`src/rtl/coin_pkg.sv`:
```
// Shared types and constants for the coin payout block.
// Holds the payout state encoding and the next-coin selection helper.
package coin_pkg;

  localparam int NICKEL_CENTS = 5;
  localparam int DIME_CENTS   = 10;

  typedef enum logic [2:0] {
    S_IDLE,
    S_CHECK,
    S_DIME,
    S_NICKEL,
    S_WAIT,
    S_FIN,
    S_ERR
  } state_t;

  // Dimes always drain before nickels; FIN once both plan counts are empty.
  function automatic state_t next_coin(input logic dimes_pending,
                                       input logic nickels_pending);
    if (dimes_pending) return S_DIME;
    if (nickels_pending) return S_NICKEL;
    return S_FIN;
  endfunction

endpackage

```
`src/rtl/coin_inventory.sv`:
```
// Saturating coin counter: adds a refill and removes one ejected coin per cycle.
// A refill and an ejection in the same cycle are both applied.
module coin_inventory #(
  parameter int CNT_W = 8
) (
  input  logic             clk,
  input  logic             reset,
  input  logic             load,
  input  logic [CNT_W-1:0] load_count,
  input  logic             dec,
  output logic [CNT_W-1:0] count
);

  localparam logic [CNT_W:0] MAX_CNT = {1'b0, {CNT_W{1'b1}}};

  logic [CNT_W:0] sum;
  logic [CNT_W:0] net;

  always_comb begin
    sum = {1'b0, count} + (load ? {1'b0, load_count} : '0);
    net = sum;
    if (dec && (sum != '0)) net = sum - 1'b1;
    if (net > MAX_CNT) net = MAX_CNT;
  end

  always_ff @(posedge clk or negedge reset) begin
    if (!reset) count <= '0;
    else        count <= net[CNT_W-1:0];
  end

endmodule

```
`src/rtl/coin_dispenser.sv`:
```
// Change payout controller: plans a greedy dime/nickel payout from inventory
// and emits one coin pulse per coin with a recovery gap between pulses.
module coin_dispenser
  import coin_pkg::*;
#(
  parameter int AMT_W = 8,
  parameter int CNT_W = 8,
  parameter int GAP   = 1
) (
  input  logic             clk,
  input  logic             reset,
  input  logic             req_valid,
  output logic             req_ready,
  input  logic [AMT_W-1:0] req_amount,
  input  logic             load_dimes,
  input  logic             load_nickels,
  input  logic [CNT_W-1:0] load_count,
  output logic             nickel,
  output logic             dime,
  output logic             busy,
  output logic             done,
  output logic             error,
  output logic [CNT_W-1:0] dimes_left,
  output logic [CNT_W-1:0] nickels_left,
  output state_t           dbg_state
);

  localparam int PW = ((AMT_W > CNT_W) ? AMT_W : CNT_W) + 1;
  localparam int GW = (GAP > 1) ? $clog2(GAP) : 1;

  state_t           state, state_n;
  logic [AMT_W-1:0] amt_q, amt_n;
  logic [AMT_W-1:0] d_rem, d_n;
  logic [AMT_W-1:0] k_rem, k_n;
  logic [GW-1:0]    gap_cnt, gap_n;
  logic             started;

  logic [AMT_W-1:0] n_c, rem_c;
  logic [PW-1:0]    half_w, dl_w, d_w, k_w, nl_w;

  // Plan from the inventory snapshot seen during CHECK; 2*d <= n so k never wraps.
  always_comb begin
    n_c    = amt_q / AMT_W'(NICKEL_CENTS);
    rem_c  = amt_q % AMT_W'(NICKEL_CENTS);
    half_w = PW'(n_c >> 1);
    dl_w   = PW'(dimes_left);
    nl_w   = PW'(nickels_left);
    d_w    = (dl_w < half_w) ? dl_w : half_w;
    k_w    = PW'(n_c) - (d_w << 1);
  end

  // Request handshake: a request transfers on a rising edge where req_valid
  // and req_ready are both high; req_amount is captured on that edge only.
  always_comb begin
    state_n = state;
    amt_n   = amt_q;
    d_n     = d_rem;
    k_n     = k_rem;
    gap_n   = gap_cnt;
    unique case (state)
      S_IDLE: begin
        if (req_valid && req_ready) begin
          amt_n   = req_amount;
          state_n = S_CHECK;
        end
      end
      S_CHECK: begin
        if (rem_c != '0)       state_n = S_ERR;
        else if (k_w > nl_w)   state_n = S_ERR;
        else if (n_c == '0)    state_n = S_FIN;
        else begin
          d_n     = AMT_W'(d_w);
          k_n     = AMT_W'(k_w);
          state_n = (d_w != '0) ? S_DIME : S_NICKEL;
        end
      end
      S_DIME: begin
        d_n = d_rem - AMT_W'(1);
        if (GAP == 0) state_n = next_coin(d_n != '0, k_rem != '0);
        else begin
          gap_n   = GW'((GAP > 0) ? GAP - 1 : 0);
          state_n = S_WAIT;
        end
      end
      S_NICKEL: begin
        k_n = k_rem - AMT_W'(1);
        if (GAP == 0) state_n = next_coin(d_rem != '0, k_n != '0);
        else begin
          gap_n   = GW'((GAP > 0) ? GAP - 1 : 0);
          state_n = S_WAIT;
        end
      end
      S_WAIT: begin
        if (gap_cnt == '0) state_n = next_coin(d_rem != '0, k_rem != '0);
        else               gap_n   = gap_cnt - GW'(1);
      end
      S_FIN:   state_n = S_IDLE;
      S_ERR:   state_n = S_IDLE;
      default: state_n = S_IDLE;
    endcase
  end

  always_ff @(posedge clk or negedge reset) begin
    if (!reset) begin
      state   <= S_IDLE;
      amt_q   <= '0;
      d_rem   <= '0;
      k_rem   <= '0;
      gap_cnt <= '0;
      started <= 1'b0;
    end else begin
      state   <= state_n;
      amt_q   <= amt_n;
      d_rem   <= d_n;
      k_rem   <= k_n;
      gap_cnt <= gap_n;
      started <= 1'b1;
    end
  end

  // started keeps req_ready low until the first edge after reset release.
  assign req_ready = started && (state == S_IDLE);
  assign busy      = (state != S_IDLE);
  assign dime      = (state == S_DIME);
  assign nickel    = (state == S_NICKEL);
  assign done      = (state == S_FIN);
  assign error     = (state == S_ERR);
  assign dbg_state = state;

  coin_inventory #(.CNT_W(CNT_W)) u_dimes (
    .clk        (clk),
    .reset      (reset),
    .load       (load_dimes),
    .load_count (load_count),
    .dec        (dime),
    .count      (dimes_left)
  );

  coin_inventory #(.CNT_W(CNT_W)) u_nickels (
    .clk        (clk),
    .reset      (reset),
    .load       (load_nickels),
    .load_count (load_count),
    .dec        (nickel),
    .count      (nickels_left)
  );

endmodule
```
`config.mk`:
```
export PLATFORM = sky130hd
export DESIGN_NAME = coin_dispenser
export DESIGN_NICKNAME = d
export VERILOG_FILES = /design/src/rtl/coin_pkg.sv /design/src/rtl/coin_inventory.sv /design/src/rtl/coin_dispenser.sv
export SDC_FILE = /design/constraint.sdc
export NUM_CORES = 1
export LEC_CHECK = 0
export CORE_MARGIN = 5
export CORE_UTILIZATION = 45
export CTS_CLUSTER_DIAMETER = 100
export DETAILED_ROUTE_END_ITERATION = 10
export PLACE_DENSITY = 0.74
export SLEW_MARGIN = 20
export SYNTH_ARGS = -nofsm -noshare
export SYNTH_HDL_FRONTEND = slang
export SYNTH_SLANG_ARGS = --single-unit
```
`constraint.sdc`:
```
create_clock -name clk -period 7.5 [get_ports clk]
set_input_delay 1.5 -clock clk [delete_from_list [all_inputs] [get_ports clk]]
set_output_delay 1.5 -clock clk [all_outputs]
set_load 0.05 [all_outputs]
```
[Word-level counts from Yosys, hierarchy flattened]
Cells that the tools add are included.
Cells by class
  $add $sub $neg: 8
  div/mod/pow operators: 2
  order comparisons: 4
  equal/unequal tests: 11
  multiplexer cells: 35
  reduce and logical (&&, ||, !) cells: 21
Operators with widths (number)
  $mux W8: 11
  $pmux W8 S2: 2
  $mux W3: 9
  $reduce_bool A9 Y1: 3
  $reduce_bool A8 Y1: 3
  $add A8 B9 Y9: 2
  $gt A9 B8 Y1 const B: 2
  $mux W9: 2
  $sub A9 B1 Y9 const B: 2
  $sub A8 B1 Y8 const B: 2
  $pmux W3 S4: 1
  $ne A2 B2 Y1 const B: 5
  $eq A3 B3 Y1 const B: 3
  $gt A9 B8 Y1: 1
  $mux W1: 9
  $sub A8 B9 Y9: 1
  $div A8 B3 Y8 const B: 1
  $logic_not A8 Y1: 1
  $lt A8 B7 Y1: 1
  $mod A8 B3 Y8 const B: 1
  $reduce_and A4 Y1: 2
  $eq A3 B2 Y1 const B: 2
  $reduce_bool A2 Y1: 3
  $logic_and A1 B1 Y1: 4
  7 further kinds: 8
Storage, ports and cells
  register bits: 45
  bits of input ports: 21
  output and inout bits: 25
  word-level logic and storage cells: 89

[Longest topological paths before layout]
  depth after elaboration: 11
  gate-level depth with buffers: 34
  mapped depth without buffers: 30

[Cells and area by module]
Synthesis repeated with hierarchy kept, for this count alone.
Second synthesis, totals
  cell total of the unflattened synthesis: 620
  area total of the unflattened synthesis: 5212.5 µm²
Modules (own cells, without submodules)
  coin_dispenser: times used 1, cells each 406, area each 3363.2 µm², seq. area each 700.7 µm²
  coin_inventory: times used 2, cells each 107, area each 924.6 µm², seq. area each 200.2 µm²

[Least setup slack after synthesis]
No wires, ideal clock.
  path kind: register -> register
  from: register amt_q[6]
  to: register d_rem[4]
  library setup time: 0.080 ns
  arrival time: 6.428 ns
  data required time: 7.420 ns
  slack: 0.991 ns
  cell stages (with the launch flop): 33
  buffers on the path: 2
  clock period less this slack: 6.509 ns
  cells stage by stage: dfrtp_1 -> buf_6 -> or4b_4 -> o22ai_2 -> a2111oi_2 -> nor2_2 -> inv_1 -> ha_1 -> a21o_1 -> a211o_1 -> o22ai_2 -> o2111ai_1 -> nand4_1 -> a21o_1 -> buf_2 -> mux2i_1 -> ha_1 -> inv_1 -> fa_1 -> nand2_1 -> nand2_1 -> a21oi_1 -> xnor2_1 -> ha_1 -> and4_1 -> a221o_1 -> a211oi_1 -> a2bb2oi_1 -> nand4_1 -> a211oi_4 -> o21ai_4 -> or4_4 -> o211ai_2
On the way
  cells in the longest elaborated chain, start to end: 7
  elaborated cells on any way between the ends: 16
  classes of those cells: 1 x add/sub; 2 x div; 2 x order compare; 3 x eq/ne; 5 x mux; 3 x reduce/logical
RTL lines
  from (decl): RTL line coin_dispenser.sv:32  | logic [AMT_W-1:0] amt_q, amt_n;
  from (signal assigned): RTL line coin_dispenser.sv:113  | amt_q <= amt_n;
  $div A8 B3 Y8: RTL line coin_dispenser.sv:43  | n_c = amt_q / AMT_W'(NICKEL_CENTS);
  $lt A8 B7 Y1: RTL line coin_dispenser.sv:48  | d_w = (dl_w < half_w) ? dl_w : half_w;
  $mux W8: RTL line coin_dispenser.sv:48
  $sub A8 B9 Y9 / $mux W8 (equally long branches): RTL line coin_dispenser.sv:49, coin_dispenser.sv:70
  $gt A9 B8 Y1 / $mux W8 (equally long branches): RTL line coin_dispenser.sv:69  | else if (k_w > nl_w) state_n = S_ERR;
  $ne A2 B2 Y1 (no source line) / $mux W8 (equally long branches)
  $reduce_and A4 Y1 (no source line) / $pmux W8 S2 (equally long branches)
  to (signal assigned): RTL line coin_dispenser.sv:114  | d_rem <= d_n;
  to (decl): RTL line coin_dispenser.sv:33  | logic [AMT_W-1:0] d_rem, d_n;
Parallel ways exist; a longest one is shown, timed or not. The select of a mux whose other input is x is not followed.
A chain may end at the register's enable or synchronous reset.

[Worst setup path after layout]
  from: register amt_q[5]
  to: register d_rem[4]
Same word-level chain as after synthesis.

==> out/qor.txt <==
Port-buffer cells - 45
Dpl cell area - 5470 µm²
Die height - 114 µm
Root Buffer - clkbuf_8
Flip-flop and latch count after synthesis - 44
DRC errors left - 0
Io pins - 46
Residual antenna-violating net count after detailed routing - 0
Sequential element share of the synthesized area - 22.4%
Reg2reg setup slack - 0.47 ns
RSZ-0062 raised after global routing - false
Clock period minus final worst setup slack - 7.03 ns
Setup crit end kind - flip-flop
Largest incremental delay on the critical path - 0.52 ns
Largest net degree at the start of global routing - 45
Site Rows - 38
Clock tree from TritonCTS - yes
Synth Net Count - 665
GR Util All Layers - 20.4%
Area of the mapped netlist - 4910 µm²
Final sum of negative setup slack - 0 ns
Initial standard-cell utilization of the core - 45.7%
Count of warnings emitted by yosys - 0
Iteration-0 DRC Markers - 332
Final wirelength - 12800 µm
Clock latency on the worst-skew pair - 0.32 ns
Number of antenna violations at the first check in global routing - 0
Number of pins exceeding their max-slew limit in the final report - 0
Hold Fails Final Rpt - 0
RR Endpoint - d_rem[4]
Number of diodes - 0
Final setup viols - 0
Max Root-Sink Buffers - 2
Final-layout fill cell count - 1026
Period Utilization, post-route - 93.7%
Cells on worst reg2reg path - 30
Die Area - 13100 µm²
Routed vias - 4621
Hold Path Cell Cnt - 2
Core ar. - 10700 µm²
Cell type of the slowest stage on the worst timing path - dfrtp_1
# hold bufs at CTS - 0
Required time of the critical path - 7.74 ns
Post-synthesis to final-layout area growth - 13.5%
Mean post-synth cell area - 8.18 µm²
Die width - 114 µm
Max-cap violations - 0
WHS - 0.553 ns
Wire length of the first global-routing pass - 21700 µm
WP data arrival - 7.27 ns
Number of detailed-route iterations in the first pass - 5
Startpoint of the worst hold path - d_rem[7]
Number of distinct library cells after synthesis - 91
Slew at the pin with the worst max-slew slack - 0.750 ns
F_max - 142 MHz
Worst path most repeated cell - ha_1
Number of enable-type register cells in the synthesized netlist - 0
Tightest slew margin relative to the limit - 49.3%
Total half-perimeter wirelength after legalization and detailed placement - 9850 µm
Asr flop ratio synth - 100%
Maximum level of the CTS H-tree - 2
Clock sink count - 44
WL/cell - 16.5 µm
GRT Residual Overflow - 0
Critical Setup Path Class - reg2reg
Routability congestion estimate from global placement - 0.971
Critical Path Fanout Max - 14
FF-to-FF Start - amt_q[5]
Via count normalized by instance count - 5.93
Number of buffers created by CTS - 5
Post-CTS clock slew at the launch and capture registers of the worst setup and hold paths - 0.10 ns
Status - complete, no violations
Final setup skew - 0.0148 ns
Area of combinational cells with multiple inputs - 3490 µm²
Top_reg_cell synth - dfrtp_1
Path type of the worst min-delay path - reg2reg
Endpoint of the worst hold-timing path - d_rem[7]
Post-synthesis cell count - 600
Register area - 1100 µm²
Share of final-layout standard cells stronger than drive strength 1 - 8.29%
Total non-filler cell area in the finished layout - 5570 µm²
Kind of start point of the critical path - flip-flop
Number of global-route vias before repair - 4415
Post-layout nets - 704
-- cells by family (layout without fill, tap and decap cells) --
logic type	count (synthesis)	in the layout	share of synthesized area, %
AND/OR/NAND/NOR	229	229	26.0
AO/OA/AOI/OAI	154	154	22.8
buffers and inverters	73	112	6.45
adder cells (fa/ha/maj)	44	44	11.7
flip-flops	44	44	22.4
XOR/XNOR	35	35	6.24
multiplexers	20	20	4.33
other	1	1	0.0764
-- cell type report --
type	instances	share of cell area, %
Clock inverter	2	0.225
Multi-Input combinational cell	483	62.7
Inverter	47	3.17
Sequential cell	44	19.8
Timing Repair Buffer	58	9.79
Clock buffer	5	1.23
Tap cell	140	3.14
-- sequential cells by signal (all words and copies together), names as in the netlist --
name and flops:
amt_q 8, d_rem 8, k_rem 8, u_dimes.count 8, u_nickels.count 8, dbg_state 3, started 1
-- Yosys cell counts, types with 6 or more instances --
master     n  share of area [%]
nand2_1   48                3.7
inv_1     47                3.6
dfrtp_1   44                 22
ha_1      41                 10
nor2_1    41                3.1
a21oi_1   32                3.3
xnor2_1   25                4.5
o21ai_0   24                2.4
and2_1    22                2.8
nand3_1   22                2.2
nor3_1    14                1.4
buf_2     13                1.3
a21o_1    11                1.7
and3_1    10                1.3
mux2_2    10                2.3
mux2i_1   10                2.0
xor2_1    10                1.8
nand3b_1   8                1.2
nor2b_1    8                1.0
clkbuf_1   7               0.54
nand2b_1   7               0.89
nand4_1    6               0.76
o22ai_1    6               0.76
-- placed cells by master, fill, tap and decap left out, types with 6 or more instances in the layout --
cell type        netlist  final
mux2i_1               10     10
nand4_1                6      6
a21oi_1               32     32
o21ai_0               24     24
xnor2_1               25     25
nand2b_1               7      7
nand2_1               48     48
ha_1                  41     41
and2_1                22     22
xor2_1                10     10
clkdlybuf4s50_1        0     44
inv_1                 47     47
o22ai_1                6      6
mux2_2                10     10
buf_4                  5     14
nor2_1                41     41
dfrtp_1               44     44
nand3b_1               8      8
nand3_1               22     22
nor2b_1                8      8
and3_1                10     10
a21o_1                11     10
nor3_1                14     14
-- stage by stage --
| step | instances | util (%) | setup WS [ns] |
|---|---|---|---|
| after floorplan | 600 | - | 0.991 |
| after global placement | 770 | 50.9 | 0.430 |
| after detailed placement | 770 | 50.9 | 0.337 |
| after CTS | 777 | 51.7 | 0.293 |
| after global routing | 779 | 51.9 | 0.0118 |
| final | 779 | 51.9 | 0.470 |
-- repair_timing --
action / CTS / global route
resized for setup: 0 / 1
endpoints found under the setup margin: 0 / 18
setup buffers: 0 / 2
-- worst max path at each step --
stage | slack, ns | end | start
2_1_floorplan | 0.99 | d_rem[4] | amt_q[6]
3_3_place_gp | 0.43 | d_rem[2] | amt_q[6]
3_5_place_dp | 0.34 | d_rem[3] | amt_q[5]
4_1_cts | 0.29 | d_rem[3] | amt_q[5]
5_1_grt | 0.01 | d_rem[3] | amt_q[5]
6_report | 0.47 | d_rem[4] | amt_q[5]
-- metal layers --
metal	up-vias	wire (µm)	global-route usage, %
li1	2268	-	-
met1	2212	5700	26.4
met2	114	6240	34.3
met3	27	530	3.38
met4	0	370	6.81
met5	-	0	0
-- worst max-delay path: cells and delay by family (launching register included) --
| family | cells | cell delay, ns |
|---|---|---|
| compound gates | 14 | 2.73 |
| simple gates | 9 | 1.97 |
| flops | 1 | 0.52 |
| mux | 1 | 0.38 |
| fa+ha+maj | 3 | 0.83 |
| buf+inv | 3 | 0.50 |
Power is not shown: default switching activity piles up to over one toggle a cycle in this logic, so the estimate is an artifact.
